`config.mk`:
```
export PLATFORM = sky130hd
export DESIGN_NAME = pong_paddle_seq
export DESIGN_NICKNAME = d
export VERILOG_FILES = /design/src/rtl/pong_paddle_seq.sv
export SDC_FILE = /design/constraint.sdc
export NUM_CORES = 1
export LEC_CHECK = 0
export BUFFER_PORTS_ARGS = -buffer_cell sky130_fd_sc_hd__buf_2
export CAP_MARGIN = 20
export CORE_UTILIZATION = 30
export DETAILED_ROUTE_END_ITERATION = 16
export HOLD_SLACK_MARGIN = 0.08
export SYNTH_ARGS = -nofsm -noshare
export SYNTH_HDL_FRONTEND = slang
export SYNTH_SLANG_ARGS = --single-unit
```
`constraint.sdc`:
```
create_clock -name clk_sys -period 5.5 [get_ports clk_sys]
set_input_delay 1.1 -clock clk_sys [delete_from_list [all_inputs] [get_ports clk_sys]]
set_output_delay 1.1 -clock clk_sys [all_outputs]
set_load 0.02 [all_outputs]
```
`src/rtl/pong_paddle_seq.sv`:
```
// pong_paddle_seq
//   Paddle-position sequencer between the input layer (keyboard, joystick,
//   analog) and the PONG core. It does three jobs:
//     * integrates digital up/down input into a clamped position, once per frame
//     * snapshots each player's effective position when PONG fires the paddle trigger
//     * runs per-line counters; each pad output stays high until its counter
//       reaches that player's snapshot
//
// Optional feature (macro PONG_PADDLE_ACCEL_EN):
//   When defined, each player has a held-frame counter. Once a direction has been
//   held for ACCEL_FRAMES consecutive frames, the step size doubles. When the
//   macro is undefined the step is always the base delta and the accel counters
//   are not built.
//
// Parameters
//   UGAP         top clamp (minimum legal position)
//   LGAP         bottom clamp; maximum legal position = 255-LGAP
//   INIT_POS     digital position and snapshot value loaded at reset
//   ACCEL_FRAMES held frames before the step doubles (accel build only)
//
// Ports
//   clk_sys            in   system clock
//   reset_n            in   asynchronous assert, active-low reset
//   hsync, vsync       in   PONG sync levels; rising edges are detected internally
//   pad_trg_n          in   PONG paddle trigger, active low
//   speed              in   0: base delta 4, 1: base delta 8
//   up1/dn1, up2/dn2   in   digital direction inputs per player
//   ana_en1/2          in   1: take that player's position from ana_pos1/2
//   ana_pos1/2  [7:0]  in   analog positions (already range-mapped by the caller)
//   pad1_out/pad2_out  out  to PONG PAD1_OUT / PAD2_OUT
//   p1pos/p2pos [7:0]  out  current effective positions (debug/OSD)
module pong_paddle_seq #(
  parameter int UGAP     = 23,
  parameter int LGAP     = 13,
  parameter int INIT_POS = 114
`ifdef PONG_PADDLE_ACCEL_EN
  ,
  parameter int ACCEL_FRAMES = 8
`endif
) (
  input  logic       clk_sys,
  input  logic       reset_n,
  input  logic       hsync,
  input  logic       vsync,
  input  logic       pad_trg_n,
  input  logic       speed,
  input  logic       up1,
  input  logic       dn1,
  input  logic       up2,
  input  logic       dn2,
  input  logic       ana_en1,
  input  logic [7:0] ana_pos1,
  input  logic       ana_en2,
  input  logic [7:0] ana_pos2,
  output logic       pad1_out,
  output logic       pad2_out,
  output logic [7:0] p1pos,
  output logic [7:0] p2pos
);

  localparam logic [7:0] POS_MIN  = 8'(UGAP);
  localparam logic [7:0] POS_MAX  = 8'(255 - LGAP);
  localparam logic [7:0] POS_INIT = 8'(INIT_POS);

  typedef enum logic [1:0] {
    ST_IDLE,
    ST_ARM,
    ST_COUNT,
    ST_DONE
  } state_t;

  state_t state_reg, state_next;

  logic hsync_q_reg, vsync_q_reg;
  logic hsync_edge,  vsync_edge;

  // Per-player views of the ports so both players share one generate body.
  logic [1:0]      up_v, dn_v, ana_en_v, pad_v, done_v;
  logic [1:0][7:0] ana_pos_v, eff_pos;

  assign up_v      = {up2, up1};
  assign dn_v      = {dn2, dn1};
  assign ana_en_v  = {ana_en2, ana_en1};
  assign ana_pos_v = {ana_pos2, ana_pos1};

  // Sync edge detection. History clears to 0 on reset.
  always_ff @(posedge clk_sys or negedge reset_n) begin
    if (!reset_n) begin
      hsync_q_reg <= 1'b0;
      vsync_q_reg <= 1'b0;
    end else begin
      hsync_q_reg <= hsync;
      vsync_q_reg <= vsync;
    end
  end

  assign hsync_edge = hsync & ~hsync_q_reg;
  assign vsync_edge = vsync & ~vsync_q_reg;

  for (genvar gi = 0; gi < 2; gi++) begin : g_player
    logic [7:0] pos_reg,  pos_next;
    logic [7:0] cnt_reg,  cnt_next;
    logic [7:0] snap_reg, snap_next;
    logic       pad_reg,  pad_next;
    logic       done;
    logic [7:0] delta;
    logic [8:0] lo_lim, sum;

`ifdef PONG_PADDLE_ACCEL_EN
    localparam logic [3:0] HELD_SAT = 4'(ACCEL_FRAMES);
    logic [3:0] held_reg, held_next;

    // Counts consecutive frames with exactly one direction held.
    always_comb begin
      held_next = held_reg;
      if (vsync_edge) begin
        if (up_v[gi] ^ dn_v[gi]) begin
          if (held_reg != HELD_SAT) held_next = held_reg + 4'd1;
        end else begin
          held_next = '0;
        end
      end
    end

    always_ff @(posedge clk_sys or negedge reset_n) begin
      if (!reset_n) held_reg <= '0;
      else          held_reg <= held_next;
    end
`endif

    // Digital integrator. Limits are compared in 9 bits so neither clamp can wrap.
    always_comb begin
      delta = speed ? 8'd8 : 8'd4;
`ifdef PONG_PADDLE_ACCEL_EN
      if (held_reg == HELD_SAT) delta = delta << 1;
`endif
      lo_lim   = {1'b0, POS_MIN} + {1'b0, delta};
      sum      = {1'b0, pos_reg} + {1'b0, delta};
      pos_next = pos_reg;
      if (vsync_edge && (up_v[gi] ^ dn_v[gi])) begin
        if (up_v[gi]) pos_next = ({1'b0, pos_reg} < lo_lim) ? POS_MIN : (pos_reg - delta);
        else          pos_next = (sum > {1'b0, POS_MAX}) ? POS_MAX : sum[7:0];
      end
    end

    assign eff_pos[gi] = !ana_en_v[gi]            ? pos_reg :
                         (ana_pos_v[gi] < POS_MIN) ? POS_MIN :
                         (ana_pos_v[gi] > POS_MAX) ? POS_MAX : ana_pos_v[gi];

    // Line counter / snapshot / pad output. A low trigger takes priority over
    // an hsync edge in the same cycle, so the clear always wins.
    always_comb begin
      cnt_next  = cnt_reg;
      snap_next = snap_reg;
      pad_next  = 1'b0;
      if (!pad_trg_n) begin
        cnt_next  = '0;
        snap_next = eff_pos[gi];
        pad_next  = 1'b1;
      end else if (state_reg == ST_ARM || state_reg == ST_COUNT) begin
        if (state_reg == ST_COUNT && hsync_edge && cnt_reg != 8'hFF)
          cnt_next = cnt_reg + 8'd1;
        pad_next = (cnt_next < snap_reg);
      end
      done = (cnt_next >= snap_reg);
    end

    always_ff @(posedge clk_sys or negedge reset_n) begin
      if (!reset_n) begin
        pos_reg  <= POS_INIT;
        cnt_reg  <= '0;
        snap_reg <= POS_INIT;
        pad_reg  <= 1'b0;
      end else begin
        pos_reg  <= pos_next;
        cnt_reg  <= cnt_next;
        snap_reg <= snap_next;
        pad_reg  <= pad_next;
      end
    end

    assign pad_v[gi]  = pad_reg;
    assign done_v[gi] = done;
  end

  // Shared sequencing FSM.
  always_ff @(posedge clk_sys or negedge reset_n) begin
    if (!reset_n) state_reg <= ST_IDLE;
    else          state_reg <= state_next;
  end

  always_comb begin
    state_next = state_reg;
    if (!pad_trg_n) begin
      state_next = ST_ARM;          // from any state: (re)start the sequence
    end else begin
      case (state_reg)
        ST_ARM:   state_next = ST_COUNT;
        ST_COUNT: if (&done_v) state_next = ST_DONE;
        default:  state_next = state_reg;
      endcase
    end
  end

  assign pad1_out = pad_v[0];
  assign pad2_out = pad_v[1];
  assign p1pos    = eff_pos[0];
  assign p2pos    = eff_pos[1];

endmodule

```
=== Word-level counts from Yosys, hierarchy flattened ===
Cells that the tools add are included.

* $add $sub $neg: 7
* Order comparisons: 12
* Eq/ne operators: 6
* Multiplexer cells: 30
* Bitwise logic cells: 6
* Reductions and logical operators: 8

{| class="wikitable"
|+ Operators with widths
! kind !! count
|-
| 2-to-1 mux 8 bit || 22
|-
| > comparator 9 x 8 -> 1 bit (second input constant) || 2
|-
| adder 8 x 1 -> 8 bit (second input constant) || 2
|-
| >= comparator 8 bit || 2
|-
| > comparator 8 bit (second input constant) || 2
|-
| less-than comparator 8 x 5 -> 1 bit (second input constant) || 2
|-
| less-than comparator 8 bit || 2
|-
| inequality test 8 bit (second input constant) || 2
|-
| adder 8 x 4 -> 9 bit || 1
|-
| adder 8 x 8 -> 9 bit || 1
|-
| less-than comparator 8 x 9 -> 1 bit || 1
|-
| less-than comparator 8 x 6 -> 1 bit || 1
|-
| subtractor 8 x 4 -> 8 bit || 1
|-
| subtractor 8 bit || 1
|-
| adder 5 x 4 -> 6 bit (first input constant) || 1
|-
| logical AND 1 bit || 5
|-
| 2-to-1 mux 1 bit || 4
|-
| 2-to-1 mux 2 bit || 2
|-
| 2-to-1 mux 4 bit || 1
|-
| one-hot mux 2 bit (2 select lines) || 1
|-
| AND reduction 2 bit || 2
|-
| inequality test 3 x 1 -> 1 bit (second input constant) || 1
|-
| inequality test 3 x 2 -> 1 bit (second input constant) || 1
|-
| bitwise AND 1 bit || 2
|-
| other kinds (5) || 7
|}

* Flip-flop bits (word level): 54
* Input bits: 28
* Output and inout port bits: 18
* Word-level logic and storage cells: 80

=== Logic depth before layout (Yosys ltp) ===
Gate-level depths: netlist of the first run.

* Depth in word-level cells: 14
* Depth in mapped cells: 15
* Gate-level depth less buffers: 14

=== Worst setup path after synthesis of the first run ===
Ideal clock, no wire load.

* Path type: input-to-reg
* Start point: input port hsync
* End point: register state_reg[0]
* Setup time: 0.127 ns
* Arrival time: 3.434 ns
* Required time: 5.373 ns
* Slack: 1.939 ns
* Cell stages on the path: 12
* Path buffers: 1
* Cell sequence: and3b_2 -> o21ai_2 -> or2_1 -> buf_6 -> nor4_2 -> xor2_1 -> and2_1 -> ha_1 -> a211o_1 -> a211oi_1 -> a211oi_1 -> or2_2

* Word-level cells in the longest chain between the ends: 12
* Elaborated cells on any way between the ends: 19
* Those cells by class: 2 x order compare; 1 x eq/ne; 10 x mux; 1 x bitwise; 5 x reduce/logical

{| class="wikitable"
|+ Ends and longest elaborated chain
! item !! RTL line !! source
|-
| start: declaration || 43 || <nowiki>input logic hsync,</nowiki>
|-
| bitwise AND 1 bit || 97 || <nowiki>assign hsync_edge = hsync & ~hsync_q_reg;</nowiki>
|-
| logical AND 1 bit (2 in a row) || 161 || <nowiki>if (state_reg == ST_COUNT && hsync_edge && cnt_reg != 8'hFF)</nowiki>
|-
| 2-to-1 mux 8 bit || 161 ||
|-
| 2-to-1 mux 8 bit || 160 || <nowiki>end else if (state_reg == ST_ARM || state_reg == ST_COUNT) begin</nowiki>
|-
| 2-to-1 mux 8 bit || 156 || <nowiki>if (!pad_trg_n) begin</nowiki>
|-
| 2-to-1 mux 8 bit || 160 ||
|-
| 2-to-1 mux 8 bit || 156 ||
|-
| net g_player[1].cnt_next[7] || 102 || <nowiki>logic [7:0] cnt_reg, cnt_next;</nowiki>
|-
| >= comparator 8 bit || 165 || <nowiki>done = (cnt_next >= snap_reg);</nowiki>
|-
| AND reduction 2 bit || 199 || <nowiki>ST_COUNT: if (&done_v) state_next = ST_DONE;</nowiki>
|-
| inequality test 3 x 2 -> 1 bit (no source line) || -- ||
|-
| AND reduction 2 bit (no source line) || -- ||
|-
| end signal: assignment || 189 || <nowiki>else state_reg <= state_next;</nowiki>
|-
| end: declaration || 72 || <nowiki>state_t state_reg, state_next;</nowiki>
|}

The timed path passes the listed nets, and every way through them passes these cells. The select of a mux whose other input is x is not followed.
A chain may end at the register's enable or synchronous reset.

=== Worst setup path in the final report of the first run ===
Ends and elaborated chain as after synthesis.

==> impl_metrics.toml, run 1 <==
[power]
irDropWorstVdd_mv = 0.121
p_per_area_mw_per_mm2 = 298
comb_power_share_pct = 36.5
p_leak_uw = 0.00220
sequentialPowerShare_pct = 41.6
swShare_pct = 38.5
power.internal_uw = 886
p_clk_share_pct = 21.9
p_switching_uw = 555

[yosys]
yosys.area.top_type = "dfrtp_1"
ys_warn_count = 0
syn_avg_cell_area_sq_um = 8.85
synth_cells = 491
synth_compound_gate_area_share_pct = 18.5
yosys.area_share.simple_pct = 19.7
synth.most_common_cell = "ha_1"
synthTopCellsByArea = "dfrtp_1, ha_1, dfstp_2"
synth_common_cells = "ha_1, nor2_1, dfrtp_1"
yosys_register_bits = 54
yosys.area_share.adder_pct = 13.9
synth_top_family_by_area = "simple AND/OR/NAND/NOR gates"
synthMuxAreaShare_pct = 4.12
synthesis.nets = 565
yosys.area.top_type_share_pct = 21.9
synth-xor-area-share_pct = 6.45
synth_cell_types = 71
ys_seq_area_share_pct = 31.6
synth_area_sq_mm = 0.00435
ys.flop_type = "dfrtp_1"
synth_edf_count = 0
async_flop_share_pct = 100

[worst_setup_path]
cp.arrival_ns = 3.77
critPathKind = "primary input to register"
slowest_stage = "nor4_2"
path_cells = "buf_2 > and3b_2 > o21ai_2 > or2_1 > nor4_2 > xor2_1 > and2_1 > ha_1 > a211o_1 > a211oi_1 > a211oi_1 > or2_2"
cpMostUsedCell = "a211oi_1"
cp_slowest_stage_delay_ns = 0.34
crit_path_start = "hsync"
reg2reg_from = "state_reg[0]"
crit_path_start_kind = "primary input"
cp.required_ns = 5.68
r2r_cells = 13
crit_fanout = 7
crit_path_end_kind = "register"

[clock_tree]
cts_max_level = 2
hold_buffers = 0
post-cts-setup-buffer-count = 0
path_clk_slew_ns = 0.07
cts-buffers-inserted = 5
clock-root-buffer = "clkbuf_16"
clk_latency_ns = 0.30
cts_tree = "done"
clockBufferDepth = 2
cts_sinks = 54
post_cts_resized = 0

[timing]
drv_slew = 0
rsz0062_at_grt = "no"
min_period_ns = 3.59
period_share_pct = 65.2
relSlewSlack_pct = 50.3
max_freq_mhz = 279
setup_violations = 0
fin_skew_ns = 0.00695
fin_setup_tns_ns = 0
worstMarginPinSlew_ns = 0.746
hold_violations = 0

[outcome]
outcome = "completed"

[detailed_routing]
vias_per_cell = 5.17
drtAntennaViolNets = 0
wl_per_cell_um = 14.2
detail_route.iter0.violations = 205
finalWirelength_um = 9970
route.vias.total = 3629
drc = 0
drtPass1Iterations = 4

[global_routing]
track_usage_pct = 14.3
grt_pass1_vias = 3638
grt_overflow = 0
grt_start_max_net_pins = 55
antenna_found_initial = 0
grt_pass1_wl_um = 17300

[min_path]
min_from = "g_player[1].snap_reg[2]"
worstHoldPathType = "register to register"
whs_path_depth = 1

[floorplanning]
start_util_pct = 31.1
die_area_sq_mm = 0.0150
fp.dieW_um = 122
core_area_sq_mm = 0.0140
rows = 43
io_pins = 46
die_y_um = 122

[final_layout]
drive_above_1_share_pct = 18.0
multi_input_area_sq_mm = 0.00273
seq_area_sq_mm = 0.00137
fill_cells = 1465
final_nets = 595
fin_area_sq_mm = 0.00483
fin_util_pct = 34.5
antennaDiodeCount = 0
area_growth_pct = 11.1

[place]
hpwl_um = 7610
placed_cell_area_sq_mm = 0.00469
numPortBuffers = 45
gp_congestion = 0.890

[run]
max-cap-violations = 0
[path summary, 6_finish.rpt]
| path | end | slack, ns |
|---|---|---|
| min in group asynchronous | g_player[0].cnt_reg[5] | 0.93 |
| min | g_player[1].snap_reg[2] | 0.51 |
| max | state_reg[0] | 1.91 |
| min reg2reg | g_player[1].snap_reg[2] | 0.51 |
| max reg2reg | state_reg[0] | 2.13 |
| max in group asynchronous | g_player[0].snap_reg[0] | 4.07 |
[metrics by stage]
stage          power [uW]  setup slack, ns  std cells  hold WS (ns)
3_3_place_gp         1120             1.75        694         0.496
2_1_floorplan         968             1.94        491         0.479
3_5_place_dp         1130             1.57        694         0.500
6_report             1440             1.91        702         0.510
5_1_grt              1560             1.75        702         0.524
4_1_cts              1450             1.89        702         0.516
[power by group through the flow]
| stage | Clock (uW) | Combinational [uW] | Sequential (uW) |
|---|---|---|---|
| after floorplan | 0 | 424 | 544 |
| after global placement | 0 | 515 | 603 |
| after detailed placement | 0 | 526 | 605 |
| after CTS | 326 | 529 | 598 |
| after global routing | 343 | 602 | 613 |
| final | 315 | 526 | 600 |
[layout make-up]
| class | instances | area share [%] |
|---|---|---|
| inverters | 36 | 2.80 |
| well taps | 180 | 4.67 |
| flip-flops and latches | 54 | 28.4 |
| repair buffers | 46 | 4.82 |
| clock buffers | 8 | 2.83 |
| multi-input cells | 378 | 56.5 |
[placed cells by master, fill, tap and decap left out, types with 16 or more instances in the layout]
master,instances
nor2_1,41
xor2_1,19
o21ai_0,30
inv_1,36
a21oi_1,33
dfstp_2,16
dfrtp_1,38
ha_1,42
buf_2,45
nand2_1,29
[worst max-delay path: cells and delay by family]
kind / cells / cell delay, ns
AOI/OAI and AO/OA: 4 / 0.77
adders and majority gates: 1 / 0.31
buffers and inverters: 1 / 0.08
and+or+nand+nor: 5 / 1.40
xor gates and xnor gates: 1 / 0.10
[routing by layer]
metal	vias up	global-route usage (%)	share of wire, %
li1	1808	-	-
met1	1758	18.2	46
met2	51	24.7	50
met3	12	2.42	2.6
met4	0	3.81	1.3
met5	-	0	0
[cell families (layout without fill, tap and decap cells)]
kind of cell             after synthesis  count (layout)
AO/OA/AOI/OAI                        122             122
AND/OR/NAND/NOR                      162             162
multiplexers                          16              16
buffers and inverters                 59              90
flip-flops                            54              54
XOR/XNOR                              32              32
adder cells (fa/ha/maj)               46              46
Power figures use the tool's default switching activity.
==> inputs of run 2 (changes only) <==
clock period = 3.4 ns   (was 5.5 ns; I/O delays follow)
==> impl_metrics.toml, run 2 (synthesis gave the netlist of run 1 again) <==
[detailed_routing]
drtPass1Iterations = 4
wl_per_cell_um = 14.5
drtAntennaViolNets = 0
detail_route.iter0.violations = 190
finalWirelength_um = 10300
drc = 0
route.vias.total = 3670
vias_per_cell = 5.18

[final_layout]
antennaDiodeCount = 0
drive_above_1_share_pct = 19.3
fill_cells = 1466
final_nets = 601
fin_util_pct = 34.9
final_common_cell = "buf_2"
final_cell_mix = "buf_2, ha_1, nor2_1"
area_growth_pct = 12.4

[worst_setup_path]
cp.arrival_ns = 3.39
reg2reg_from = "g_player[0].cnt_reg[0]"
slowest_stage = "dfrtp_1"
cpMostUsedCell = "ha_1"
crit_path_start = "g_player[0].cnt_reg[0]"
critPathKind = "register to register"
reg2reg_slack_ns = 0.20
crit_path_end_kind = "register"
crit_path_start_kind = "register"
timing.rr.end = "state_reg[0]"
cp.required_ns = 3.59
cp_slowest_stage_delay_ns = 0.42
r2r_cells = 12
path_cells = "ha_1 > nand3_2 > o31ai_4 > nor2_1 > xnor2_1 > nand2b_1 > ha_1 > o21ai_0 > a21oi_1 > o31ai_1 > a211oi_1 > or2_2"
crit_fanout = 8

[floorplanning]
die_y_um = 122
core_area_sq_mm = 0.0140
io_pins = 46
start_util_pct = 31.1
die_area_sq_mm = 0.0150
rows = 43
fp.dieW_um = 122

[clock_tree]
clk_latency_ns = 0.31
clock-root-buffer = "clkbuf_16"
path_clk_slew_ns = 0.07
cts_sinks = 54
hold_buffers = 0
cts-buffers-inserted = 5
cts_max_level = 2
clockBufferDepth = 2
post-cts-setup-buffer-count = 0
cts_tree = "done"

[global_routing]
use_met1_pct = 19.2
grt_start_max_net_pins = 36
track_usage_pct = 14.6
use_met2_pct = 24.0
grt_pass1_vias = 3591
met3_usage_pct = 3.30
grt_pass1_wl_um = 17200
grt_overflow = 0
top_usage_layer = "met2"
antenna_found_initial = 0

[power]
p_leak_uw = 0.00223
p_per_area_mw_per_mm2 = 486
irDropWorstVdd_mv = 0.218

[run]
max-cap-violations = 0

[place]
hpwl_um = 7910
numPortBuffers = 45
gp_congestion = 0.874

[timing]
drv_slew = 0
relSlewSlack_pct = 54.7
fin_skew_ns = 0.00974
setup_violations = 0
period_share_pct = 94.0
rsz0062_at_grt = "no"
hold_violations = 0
fin_setup_tns_ns = 0
worstMarginPinSlew_ns = 0.679
min_period_ns = 3.20
max_freq_mhz = 313

[outcome]
outcome = "completed"

[min_path]
worstHoldPathType = "primary input to async pin"
==> run 2: power breakdown <==
| part | internal [uW] | switching (uW) | total [uW] |
|---|---|---|---|
| clock | 295 | 244 | 539 |
| combinational | 363 | 506 | 869 |
| sequential | 804 | 164 | 967 |
==> run 2: worst max path at each step <==
stage                        end  slack, ns  cells past startpoint
finish              state_reg[0]       0.20                     12
global placement    state_reg[0]       0.20                     12
floorplan           state_reg[0]       0.26                     12
global route        state_reg[0]       0.01                     12
CTS                 state_reg[0]       0.20                     13
detailed placement  state_reg[0]       0.09                     12
==> run 2: per-layer routing <==
layer	wire, um	vias to the layer above
met1	4840	1787
met4	97	0
li1	-	1819
met3	352	7
met5	0	-
met2	4990	57
==> run 2: final cells by class <==
class | count | area [sq um] | share of cell area [%]
Clock buffer | 8 | 146 | 3.00
Inverter | 36 | 135 | 2.77
Multi-Input combinational cell | 378 | 2730 | 55.9
Tap cell | 180 | 225 | 4.61
Timing Repair Buffer | 52 | 278 | 5.69
Sequential cell | 54 | 1370 | 28.1
==> run 2: worst max-delay path, delay by kind of cell, from the launching register on <==
kind	cells	cell delay, ns
and+or+nand+nor	4	0.79
DFF	1	0.42
AOI/OAI and AO/OA	5	1.17
adders and majority gates	2	0.55
xor gates and xnor gates	1	0.16
==> run 2: timing repair <==
item / 4_1_cts / 5_1_grt
resized for setup: 0 / 1
endpoints found under the hold margin: 0 / 0
setup endpoints to repair: 0 / 2
==> run 2: per-stage QoR <==
stage               hold slack [ns]  cells  setup slack (ns)  power (uW)  instance area, sq um
floorplan                     0.384    491             0.259        1570                  4350
global placement              0.496    700             0.200        1830                  4740
detailed placement            0.505    700            0.0938        1850                  4740
CTS                           0.337    708             0.202        2410                  4880
global route                  0.362    708           0.00970        2570                  4880
finish                        0.331    708             0.205        2380                  4880
